==> src/rtl/din_pkg.sv <==
// Shared types and defaults for the DAC DIN serializer.
package din_pkg;

  typedef enum logic [1:0] {IDLE, SHIFT, GAP} din_state_t;

  // Defaults for the DAC variant: 24-bit frame carrying a 16-bit sample.
  localparam int DIN_DATA_W  = 24;
  localparam int DIN_CLK_DIV = 2;
  localparam int DIN_GAP_CYC = 2;

  // Counter width that never collapses to zero bits.
  function automatic int cnt_w(input int n);
    return (n > 1) ? $clog2(n) : 1;
  endfunction

endpackage

==> src/rtl/sclk_tick_gen.sv <==
// Free-running sclk half-period divider; clr restarts at the top of a high half.
module sclk_tick_gen
  import din_pkg::*;
#(
  parameter int CLK_DIV = 2
) (
  input  logic clk,
  input  logic rst,
  input  logic clr,
  output logic fall_tick,
  output logic rise_tick
);

  localparam int DIV_W = cnt_w(CLK_DIV);

  logic [DIV_W-1:0] div_q, div_d;
  logic             high_q, high_d;
  logic             half_end;

  assign half_end  = (div_q == DIV_W'(CLK_DIV - 1));
  assign fall_tick = high_q & half_end;
  assign rise_tick = ~high_q & half_end;

  always_comb begin
    div_d  = half_end ? '0 : div_q + DIV_W'(1);
    high_d = half_end ? ~high_q : high_q;
    if (clr) begin
      div_d  = '0;
      high_d = 1'b1;
    end
  end

  always_ff @(posedge clk) begin
    if (rst) begin
      div_q  <= '0;
      high_q <= 1'b1;
    end else begin
      div_q  <= div_d;
      high_q <= high_d;
    end
  end

endmodule

==> src/rtl/din_serializer.sv <==
// Parallel-to-serial DAC DIN driver with self-generated sclk and sync_n framing.
module din_serializer
  import din_pkg::*;
#(
  parameter int DATA_W    = 8,
  parameter int CLK_DIV   = 2,
  parameter int GAP_CYC   = 2,
  parameter int MSB_FIRST = 1
) (
  input  logic              clk,
  input  logic              rst,
  input  logic [DATA_W-1:0] word_in,
  input  logic              word_valid,
  output logic              word_ready,
  output logic              din,
  output logic              sclk,
  output logic              sync_n,
  output logic              busy,
  output logic              done
);

  localparam int BIT_W = $clog2(DATA_W);
  localparam int GAP_W = $clog2(GAP_CYC + 1);
  localparam logic [BIT_W-1:0] LAST_BIT = BIT_W'(DATA_W - 1);
  localparam logic [GAP_W-1:0] LAST_GAP = GAP_W'(GAP_CYC - 1);

  function automatic logic head_bit(input logic [DATA_W-1:0] w);
    return (MSB_FIRST != 0) ? w[DATA_W-1] : w[0];
  endfunction

  function automatic logic [DATA_W-1:0] shift_word(input logic [DATA_W-1:0] w);
    return (MSB_FIRST != 0) ? {w[DATA_W-2:0], 1'b0} : {1'b0, w[DATA_W-1:1]};
  endfunction

  din_state_t        state_q, state_d;
  logic [DATA_W-1:0] sh_q, sh_d;
  logic [BIT_W-1:0]  bit_q, bit_d;
  logic [GAP_W-1:0]  gap_q, gap_d;
  logic sclk_q, sclk_d, sync_n_q, sync_n_d, din_q, din_d;
  logic busy_q, busy_d, done_q, done_d, ready_q, ready_d;
  logic clr, fall_tick, rise_tick;

  sclk_tick_gen #(.CLK_DIV(CLK_DIV)) u_tick (
    .clk       (clk),
    .rst       (rst),
    .clr       (clr),
    .fall_tick (fall_tick),
    .rise_tick (rise_tick)
  );

  // Ready is forced low combinationally while reset is held.
  assign word_ready = ready_q & ~rst;
  assign din        = din_q;
  assign sclk       = sclk_q;
  assign sync_n     = sync_n_q;
  assign busy       = busy_q;
  assign done       = done_q;

  always_comb begin
    state_d  = state_q;
    sh_d     = sh_q;
    bit_d    = bit_q;
    gap_d    = gap_q;
    sclk_d   = sclk_q;
    sync_n_d = sync_n_q;
    din_d    = din_q;
    busy_d   = busy_q;
    done_d   = 1'b0;
    ready_d  = ready_q;
    clr      = 1'b0;
    case (state_q)
      IDLE: begin
        if (word_valid && word_ready) begin
          state_d  = SHIFT;
          sh_d     = word_in;
          bit_d    = '0;
          clr      = 1'b1;
          sclk_d   = 1'b1;
          sync_n_d = 1'b0;
          din_d    = head_bit(word_in);
          busy_d   = 1'b1;
          ready_d  = 1'b0;
        end
      end
      SHIFT: begin
        if (fall_tick) begin
          sclk_d = 1'b0;
        end else if (rise_tick) begin
          sclk_d = 1'b1;
          if (bit_q == LAST_BIT) begin
            state_d  = GAP;
            gap_d    = '0;
            sync_n_d = 1'b1;
            done_d   = 1'b1;
            din_d    = 1'b0;
          end else begin
            bit_d = bit_q + BIT_W'(1);
            sh_d  = shift_word(sh_q);
            din_d = head_bit(sh_d);
          end
        end
      end
      GAP: begin
        if (gap_q == LAST_GAP) begin
          state_d = IDLE;
          busy_d  = 1'b0;
          ready_d = 1'b1;
        end else begin
          gap_d = gap_q + GAP_W'(1);
        end
      end
      default: state_d = IDLE;
    endcase
  end

  always_ff @(posedge clk) begin
    if (rst) begin
      state_q  <= IDLE;
      bit_q    <= '0;
      gap_q    <= '0;
      sclk_q   <= 1'b1;
      sync_n_q <= 1'b1;
      din_q    <= 1'b0;
      busy_q   <= 1'b0;
      done_q   <= 1'b0;
      ready_q  <= 1'b1;
    end else begin
      state_q  <= state_d;
      bit_q    <= bit_d;
      gap_q    <= gap_d;
      sclk_q   <= sclk_d;
      sync_n_q <= sync_n_d;
      din_q    <= din_d;
      busy_q   <= busy_d;
      done_q   <= done_d;
      ready_q  <= ready_d;
    end
  end

  // Shift register holds data only; it needs no reset.
  always_ff @(posedge clk) begin
    sh_q <= sh_d;
  end

endmodule
==> config.mk <==
export PLATFORM = sky130hd
export DESIGN_NAME = din_serializer
export DESIGN_NICKNAME = d
export VERILOG_FILES = /design/src/rtl/din_pkg.sv /design/src/rtl/sclk_tick_gen.sv /design/src/rtl/din_serializer.sv
export SDC_FILE = /design/constraint.sdc
export NUM_CORES = 1
export LEC_CHECK = 0
export ABC_AREA = 1
export CAP_MARGIN = 20
export CORE_AREA = 5 5 52 54
export DETAILED_ROUTE_END_ITERATION = 8
export DIE_AREA = 0 0 57 59
export PLACE_DENSITY = 0.75
export SLEW_MARGIN = 15
export SYNTH_ARGS = -nofsm -noshare
export SYNTH_HDL_FRONTEND = slang
export SYNTH_HIERARCHICAL = 1
export SYNTH_SLANG_ARGS = --single-unit
==> constraint.sdc <==
create_clock -name clk -period 3.47 [get_ports clk]
set_input_delay 0.694 -clock clk [delete_from_list [all_inputs] [get_ports clk]]
set_output_delay 0.694 -clock clk [all_outputs]
set_load 0.1 [all_outputs]
==> results of run 1 <==
==> stage by stage <==
step	total power, W	util (%)
after detailed placement	0.000645	57.3
after global placement	0.000637	57.3
after global routing	0.000810	58.5
final	0.000750	58.5
after floorplan	0.000586	-
after CTS	0.000760	58.5
==> power by group <==
| part | total (W) | leakage [nW] | internal (W) | switching (W) |
|---|---|---|---|---|
| logic | 0.000289 | 0.399 | 0.0000846 | 0.000204 |
| clock network | 0.000113 | 0.0154 | 0.0000419 | 0.0000714 |
| registers | 0.000348 | 0.190 | 0.000324 | 0.0000239 |
==> metal layers <==
| layer | global-route usage (%) | share of wire (%) | vias to the layer above | wire (um) |
|---|---|---|---|---|
| met2 | 19.4 | 46 | 20 | 857 |
| li1 | - | - | 481 | - |
| met5 | 0 | 0 | - | 0 |
| met3 | 2.18 | 4.6 | 4 | 86 |
| met4 | 6.29 | 1.7 | 0 | 31 |
| met1 | 16.8 | 48 | 382 | 892 |
==> logic make-up (layout without fill, tap and decap cells) <==
| logic type | Yosys count | count (layout) | synth area share, % |
|---|---|---|---|
| AND/OR/NAND/NOR | 79 | 79 | 30.9 |
| buffers and inverters | 26 | 43 | 10.8 |
| flip-flops | 22 | 22 | 47.2 |
| AO/OA/AOI/OAI | 14 | 14 | 7.64 |
| adder cells (fa/ha/maj) | 3 | 3 | 3.47 |
==> placed cells by master, fill, tap and decap left out, types with 2 or more instances in the layout <==
cell,instances
a21oi_1,3
clkbuf_4,3
clkdlybuf4s50_1,15
dfxtp_1,15
edfxtp_1,7
ha_1,3
inv_1,22
nand2_1,43
nand2_2,4
nand3_1,5
nor2_1,21
nor3_1,3
o21ai_0,5
o21ai_1,2
o21ai_2,2
o21bai_1,2
==> registers in the layout, summed over array words and instances, names as in the netlist, 2 cells and up <==
name	cells
state_q	2
gap_q	2
bit_q	3
sh_q	7
==> worst max path at each step <==
stage,startpoint,end,cells past startpoint
floorplan,rst,din$_SDFFE_PP0P_,6
CTS,sync_n$_SDFFE_PP1P_,sync_n,1
detailed placement,rst,sh_q[4]$_DFFE_PP_,6
finish,sync_n$_SDFFE_PP1P_,sync_n,1
global placement,rst,sh_q[6]$_DFFE_PP_,6
global route,sync_n$_SDFFE_PP1P_,sync_n,1
==> worst register-to-register path: cells and delay by family, from the launching register on <==
family | cells | cell delay, ns
flip-flops | 1 | 0.33
buffers and inverters | 1 | 0.26
AO/OA/AOI/OAI | 1 | 0.18
AND/OR/NAND/NOR | 1 | 0.16
adder cells (fa/ha/maj) | 2 | 0.41
==> area by class of cell <==
type	count	area, um^2	share of cell area (%)
clock buffer	3	22.5	1.77
clock inverter	1	3.75	0.296
inverter	23	86.3	6.80
multi-input combinational	96	454	35.8
sequential	22	510	40.2
tap	28	35.0	2.76
timing repair buffer	16	158	12.4
==> impl_metrics.csv, run 1 <==
group,metric,value,unit
floorplanning,die_area,3360,um^2
logic_synthesis,synthTopCellsByCount,"nand2_1 (43), inv_1 (22), nor2_1 (21)",
finish,n_antenna_cell,0,
clock_network,path_clk_slew,0.11,ns
logic_synthesis,avgSynthCellArea,7.51,um^2
placement,dpl_cell_area,1240,um^2
route,drc,0,
global_routing,grt_pass1_wl,3350,um
logic_synthesis,synth-edff-count,7,
route,num_vias,887,
critical_path,crit_path_start_kind,"register",
critical_path,slowest_stage,"clkdlybuf4s50_1",
sta,slew_headroom,35.4,%
finish,fillers,222,
logic_synthesis,synth_cell_types,21,
global_routing,grt_overflow,0,
floorplanning,die_width,57,um
route,drt_iter0_drc,30,
sta,finalClockSkew,0.00205,ns
clock_network,ctsResizeCount,0,
placement,dp.cells,185,
worst_hold_path,hold_depth,1,
logic_synthesis,async_flop_share,0,%
floorplanning,fp.dieH,59,um
power,p_leak,0.604,nW
critical_path,critical_path.max_stage_delay,1.14,ns
critical_path,timing.rr.start,"bit_q[0]$_SDFFE_PP0P_",
global_routing,grt_max_degree,15,
clock_network,clk_latency,0.30,ns
placement,dp_slack,1.02,ns
logic_synthesis,synth_cells,144,
critical_path,path_max_fanout,2,
worst_hold_path,hold_class,"register to register",
logic_synthesis,synth.largest_area_cell,"dfxtp_1",
sta,finalCriticalPeriod,2.49,ns
critical_path,cp_num_buf_inv,1,
critical_path,crit_arrival,1.80,ns
status,status,"complete, no violations",
power,powerDensity,591,nW/um^2
critical_path,path_class,"register to primary output",
global_routing,gr-usage-all-layers,12.5,%
route,ant_nets,0,
sta,worst_slew_pin_slew,0.966,ns
power,ir_drop,0.267,mV
clock_network,cts_hold_buf,0,
sta,finalHoldWorstSlack,0.489,ns
critical_path,cp-end-kind,"primary output",
global_routing,antenna_found_initial,0,
route,firstDrtPassIters,4,
finish,final_cells,189,
finish,layout-drive-gt1-share,8.07,%
floorplanning,rows,17,
clock_network,cts_buffers,3,
sta,rsz0062_at_grt,"false",
global_routing,first_global_vias,814,
critical_path,cp_cell_sequence,"clkdlybuf4s50_1",
clock_network,cts_buffer_depth,2,
sta,layout_setup_ws,0.981,ns
worst_hold_path,hold_path.startpoint,"u_tick/div_q$_SDFF_PP0_",
route,avgRoutedWirePerCell,9.88,um
logic_synthesis,synthesis.area,1080,um^2
sta,finalSetupViolCount,0,
logic_synthesis,synth_fp_nets,158,
placement,dp_hpwl,1470,um
finish,final_cell_area,1270,um^2
route,viasPerCell,4.69,
logic_synthesis,synth.top_cell.area_share,27.8,%
run,cap_violations,0,
clock_network,cts_tree,"done",
logic_synthesis,yosysWarnings,6,
route,postRouteWirelength,1870,um
critical_path,rr_endpoint,"sh_q[3]$_DFFE_PP_",
floorplanning,coreArea,2170,um^2
critical_path,critPathRequiredTime,2.78,ns
logic_synthesis,synth_area_leaders,"dfxtp_1 (28%), edfxtp_1 (19%), nand2_1 (15%), inv_1 (7.6%), nor2_1 (7.3%)",
clock_network,clockRootBuffer,"clkbuf_4",
logic_synthesis,synth-seq-cells,22,
sta,hold_violations,0,
placement,portBuffers,16,
clock_network,post_cts_buffers,0,
logic_synthesis,yosysMostFrequentCell,"nand2_1",
logic_synthesis,yosysSeqAreaShare,47.2,%
logic_synthesis,synth-main-ff-cell,"dfxtp_1",
critical_path,rrSetupSlack,1.82,ns
sta,timing.final.max_slew_violations,0,
floorplanning,start_util,49.8,%
clock_network,clock-sinks,22,
clock_network,htreeDepth,1,
placement,globalplace.congestion,0.902,
critical_path,cpLargestDelayFamily,"buffers and inverters",
sta,setup_tns,0,ns
finish,nNetsFinal,176,
sta,finalCritPeriodShare,71.7,%
worst_hold_path,whs_endpoint,"u_tick/div_q$_SDFF_PP0_",
critical_path,worstRegToRegCells,5,
finish,area_growth,17.5,%
sta,fmax,0.402,GHz
floorplanning,io_pins,17,
No activity file was read; power rests on OpenSTA's default activity.
==> run 2: changes to the inputs <==
--- a/config.mk
+++ b/config.mk
@@ -7,10 +7,10 @@
 export LEC_CHECK = 0
 export ABC_AREA = 1
 export CAP_MARGIN = 20
-export CORE_AREA = 5 5 52 54
+export CORE_AREA = 5 5 53 55
 export DETAILED_ROUTE_END_ITERATION = 8
-export DIE_AREA = 0 0 57 59
-export PLACE_DENSITY = 0.75
+export DIE_AREA = 0 0 58 60
+export PLACE_DENSITY = 0.72
 export SLEW_MARGIN = 15
 export SYNTH_ARGS = -nofsm -noshare
 export SYNTH_HDL_FRONTEND = slang
==> constraint.sdc (replaced) <==
create_clock -name clk -period 2.5 [get_ports clk]
set_input_delay 0.5 -clock clk [delete_from_list [all_inputs] [get_ports clk]]
set_output_delay 0.5 -clock clk [all_outputs]
set_load 0.1 [all_outputs]
==> run 2 against run 1 <==
- first-iteration DRC count is 50% lower
- sequential cell count stayed put
- sequential power is 39% higher
- utilization decreased by 3.9 points
- final cell count is 1.6% higher
- routed wire length increased by 8.4%
- design area is 0.79% higher
- clock power rose by 48%
- largest power group unchanged
==> impl_metrics.csv, run 2 (synthesis gave the netlist of run 1 again) <==
group,metric,value,unit
status,status,"complete, no violations",
critical_path,rrSetupSlack,0.82,ns
finish,layout_commonest_cell,"nand2_1",
floorplanning,coreArea,2340,um^2
finish,fillers,235,
clock_network,clk_latency,0.31,ns
global_routing,gr-usage-all-layers,13.1,%
critical_path,path_class,"input port to primary output",
sta,setup_tns,0,ns
clock_network,post_cts_buffers,0,
placement,dp_slack,0.467,ns
route,drt_iter0_drc,15,
finish,biggestRegsByFlops,"sh_q x7, bit_q x3",
route,viasPerCell,4.68,
clock_network,ctsResizeCount,0,
route,postRouteWirelength,2020,um
finish,seq_area,510,um^2
critical_path,cp-end-kind,"primary output",
finish,final_cell_mix,"nand2_1 (43), inv_1 (22), nor2_1 (21), dfxtp_1 (15), clkdlybuf4s50_1 (10)",
clock_network,cts_buffers,3,
power,ir_drop,0.414,mV
critical_path,path_max_fanout,6,
run,cap_violations,0,
floorplanning,fp.dieH,60,um
placement,globalplace.congestion,0.851,
sta,worst_slew_pin_slew,0.337,ns
clock_network,cts_hold_buf,0,
power,p_leak,0.619,nW
route,firstDrtPassIters,4,
critical_path,crit_arrival,1.50,ns
finish,n_antenna_cell,0,
clock_network,htreeDepth,1,
floorplanning,die_area,3480,um^2
global_routing,grt_pass1_wl,3540,um
power,total_power,0.00105,W
floorplanning,start_util,46.2,%
sta,slew_headroom,77.5,%
floorplanning,die_width,58,um
sta,finalCritPeriodShare,80.0,%
finish,final_cells,192,
sta,fmax,0.500,GHz
route,num_vias,898,
worst_hold_path,hold_path.startpoint,"ready_q$_SDFFE_PP1P_",
critical_path,critPathRequiredTime,2.00,ns
floorplanning,io_pins,17,
global_routing,grt_max_degree,15,
route,avgRoutedWirePerCell,10.5,um
global_routing,grt_overflow,0,
finish,largest_reg_flops,7,
power,powerDensity,824,nW/um^2
global_routing,first_global_vias,850,
placement,portBuffers,16,
sta,layout_setup_ws,0.501,ns
critical_path,cp-startpoint,"rst",
sta,rsz0062_at_grt,"false",
route,drc,0,
finish,regMostFlops,"sh_q",
sta,finalCriticalPeriod,2.00,ns
critical_path,crit_path_start_kind,"input port",
sta,finalClockSkew,0.00529,ns
route,ant_nets,0,
finish,layout-drive-gt1-share,11.7,%
sta,hold_violations,0,
clock_network,cts_buffer_depth,2,
finish,nNetsFinal,177,
worst_hold_path,hold_class,"register to register",
floorplanning,rows,18,
clock_network,clockRootBuffer,"clkbuf_4",
placement,dp_hpwl,1550,um
sta,timing.final.max_slew_violations,0,
sta,finalSetupViolCount,0,
placement,dp.cells,188,
finish,multi_input_area,454,um^2
clock_network,clock-sinks,22,
sta,finalHoldWorstSlack,0.490,ns
clock_network,cts_tree,"done",
critical_path,timing.rr.start,"bit_q[0]$_SDFFE_PP0P_",
clock_network,path_clk_slew,0.12,ns
finish,area_growth,18.4,%
global_routing,antenna_found_initial,0,
## run 2: through the flow
stage | utilization, % | area (um^2)
global route | 54.6 | 1280
floorplan | - | 1080
finish | 54.6 | 1280
global placement | 53.5 | 1250
CTS | 54.6 | 1280
detailed placement | 53.5 | 1250
## run 2: area by class of cell
type                            instances  area share, %
Inverter                               23           6.74
Timing Repair Buffer                   17           12.9
Tap cell                               30           2.93
Clock inverter                          1          0.293
Clock buffer                            3           1.76
Sequential cell                        22           39.9
Multi-Input combinational cell         96           35.5
## run 2: metal layers
metal  vias up  part of all wire, %  GRT usage [%]  wire (um)
li1        481                    -              -          -
met1       400                   48           16.8        972
met2        13                   48           21.9        966
met3         4                  2.9           2.16         59
met4         0                  1.2           4.97         25
met5         -                    0              0          0
## run 2: where the power goes
part / switching, W / total, W / internal (W) / leakage [nW]
clock: 0.000108 / 0.000167 / 0.0000583 / 0.0154
sequential: 0.0000324 / 0.000482 / 0.000449 / 0.190
combinational: 0.000288 / 0.000406 / 0.000118 / 0.414
## run 2: worst max-delay path: stages
cell and delay (ns):
clkdlybuf4s50_1 0.50, nor2_1 0.28, buf_12 0.21
## run 2: worst paths after layout
path | cells past startpoint | endpoint
worst max-delay path | 3 | word_ready
worst min-delay path | 2 | ready_q$_SDFFE_PP1P_
worst max register to register | 5 | sh_q[3]$_DFFE_PP_
worst min register to register | 2 | ready_q$_SDFFE_PP1P_
==> run 3: changes to the inputs <==
--- a/config.mk
+++ b/config.mk
@@ -7,10 +7,10 @@
 export LEC_CHECK = 0
 export ABC_AREA = 1
 export CAP_MARGIN = 20
-export CORE_AREA = 5 5 53 55
+export CORE_AREA = 5 5 55 57
 export DETAILED_ROUTE_END_ITERATION = 8
-export DIE_AREA = 0 0 58 60
-export PLACE_DENSITY = 0.72
+export DIE_AREA = 0 0 60 62
+export PLACE_DENSITY = 0.7
 export SLEW_MARGIN = 15
 export SYNTH_ARGS = -nofsm -noshare
 export SYNTH_HDL_FRONTEND = slang
==> constraint.sdc (replaced) <==
create_clock -name clk -period 1.7 [get_ports clk]
set_input_delay 0.34 -clock clk [delete_from_list [all_inputs] [get_ports clk]]
set_output_delay 0.34 -clock clk [all_outputs]
set_load 0.1 [all_outputs]
==> run 3 against run 2 <==
- final cell count up 1.6%
- highest routed layer unchanged
- worst setup slack got worse by 0.38 ns
- first-iteration DRC count is 73% higher
- register-to-register slack worse by 0.69 ns
- die area increased by 6.9%
- largest power group unchanged
==> impl_metrics.csv, run 3 (synthesis gave the netlist of run 1 again) <==
group,metric,value,unit
power,p_leak,0.662,nW
power,p_clk_share,17.2,%
critical_path,crit_arrival,1.23,ns
critical_path,cp_cell_sequence,"clkdlybuf4s50_1, buf_4, nor2_4, buf_12",
critical_path,cp-end-kind,"primary output",
worst_hold_path,hold_class,"register to register",
clock_network,cts_hold_buf,0,
critical_path,cpLargestDelayFamily,"buffers and inverters",
placement,globalplace.congestion,0.849,
floorplanning,coreArea,2430,um^2
sta,setup_tns,0,ns
floorplanning,io_pins,17,
route,num_vias,890,
power,ir_drop,0.805,mV
finish,fin_util,56.8,%
floorplanning,die_width,60,um
global_routing,grt_overflow,0,
placement,dpl_cell_area,1350,um^2
status,status,"complete, no violations",
floorplanning,start_util,44.4,%
global_routing,grt_pass1_wl,3510,um
critical_path,slowest_stage,"clkdlybuf4s50_1",
critical_path,critPathRequiredTime,1.36,ns
finish,largest_reg_flops,7,
clock_network,clk_latency,0.30,ns
placement,portBuffers,16,
floorplanning,fp.dieH,62,um
finish,final_cell_mix,"nand2_1 (43), inv_1 (22), nor2_1 (20), dfxtp_1 (15), clkdlybuf4s50_1 (10)",
finish,n_antenna_cell,0,
finish,regMostFlops,"sh_q",
route,postRouteWirelength,1980,um
finish,nNetsFinal,180,
critical_path,path_class,"input port to primary output",
clock_network,ctsResizeCount,0,
clock_network,htreeDepth,1,
critical_path,cp_num_buf_inv,3,
sta,fmax,0.635,GHz
run,cap_violations,0,
sta,worst_slew_pin_slew,0.272,ns
clock_network,clock-sinks,22,
power,p_seq_share,43.2,%
route,drc,0,
clock_network,cts_buffers,3,
placement,dp_hpwl,1560,um
global_routing,antenna_found_initial,0,
floorplanning,rows,18,
floorplanning,die_area,3720,um^2
sta,slew_headroom,81.8,%
route,ant_nets,0,
finish,layout_commonest_cell,"nand2_1",
power,comb_power_share,39.6,%
route,avgRoutedWirePerCell,10.1,um
sta,finalClockSkew,0.00261,ns
sta,rsz0062_at_grt,"false",
clock_network,post_cts_buffers,0,
power,powerDensity,1210,nW/um^2
sta,timing.final.max_slew_violations,0,
critical_path,path_max_fanout,5,
global_routing,gr-usage-all-layers,12.3,%
finish,final_cell_area,1380,um^2
clock_network,cts_buffer_depth,2,
clock_network,path_clk_slew,0.12,ns
global_routing,first_global_vias,844,
placement,dp.cells,191,
sta,finalSetupViolCount,0,
power,power_switching,0.000637,W
critical_path,critical_path.max_stage_delay,0.41,ns
finish,area_growth,27.9,%
sta,finalCritPeriodShare,92.6,%
route,viasPerCell,4.56,
route,drt_iter0_drc,26,
sta,hold_violations,0,
global_routing,grt_max_degree,13,
power,swShare,38.2,%
clock_network,clockRootBuffer,"clkbuf_4",
finish,final_cells,195,
critical_path,crit_path_start_kind,"input port",
clock_network,cts_tree,"done",
finish,biggestRegsByFlops,"sh_q x7, bit_q x3",
route,firstDrtPassIters,5,
sta,finalCriticalPeriod,1.57,ns
power,p_int,0.00103,W
finish,layout-drive-gt1-share,14.5,%
run 3: cell types whose count changed in the layout (fill, tap and decap cells not counted), sizes merged:
cell    previous run  this run
buf                7        10
clkbuf             3         4
clkinv             1         0
run 3: cell type report:
type | instances | area, um^2
flip-flops and latches | 22 | 510
fillers | 237 | 1050
repair buffers | 20 | 250
well taps | 30 | 37.5
clock buffers | 4 | 36.3
multi-input cells | 96 | 462
inverters | 23 | 86.3
run 3: per-layer routing:
| metal | global-route usage (%) | up-vias | wire length (um) |
|---|---|---|---|
| li1 | - | 485 | - |
| met1 | 15.9 | 386 | 982 |
| met5 | 0 | - | 0 |
| met4 | 2.22 | 0 | 14 |
| met2 | 19.4 | 17 | 892 |
| met3 | 4.96 | 2 | 89 |
run 3: path summary, 6_finish.rpt:
check	end	startpoint	cells past startpoint	slack, ns
setup / recovery	word_ready	rst	4	0.13
hold / removal	u_tick/div_q$_SDFF_PP0_	u_tick/div_q$_SDFF_PP0_	1	0.48
setup reg to reg	sh_q[3]$_DFFE_PP_	bit_q[0]$_SDFFE_PP0P_	5	0.13
hold reg to reg	u_tick/div_q$_SDFF_PP0_	u_tick/div_q$_SDFF_PP0_	1	0.48
run 3: stage by stage:
step	setup WS (ns)	hold slack [ns]	power (W)
after floorplan	0.208	0.411	0.00120
after global placement	0.0867	0.461	0.00138
after detailed placement	0.0271	0.468	0.00140
after CTS	0.122	0.485	0.00168
after global routing	0.0131	0.520	0.00179
final	0.126	0.482	0.00167
run 3: power by group through the flow:
stage	clock (W)	sequential, W	combinational (W)
finish	0.000287	0.000720	0.000661
detailed placement	0	0.000732	0.000667
global route	0.000320	0.000733	0.000737
floorplan	0	0.000845	0.000354
CTS	0.000295	0.000721	0.000667
global placement	0	0.000728	0.000652
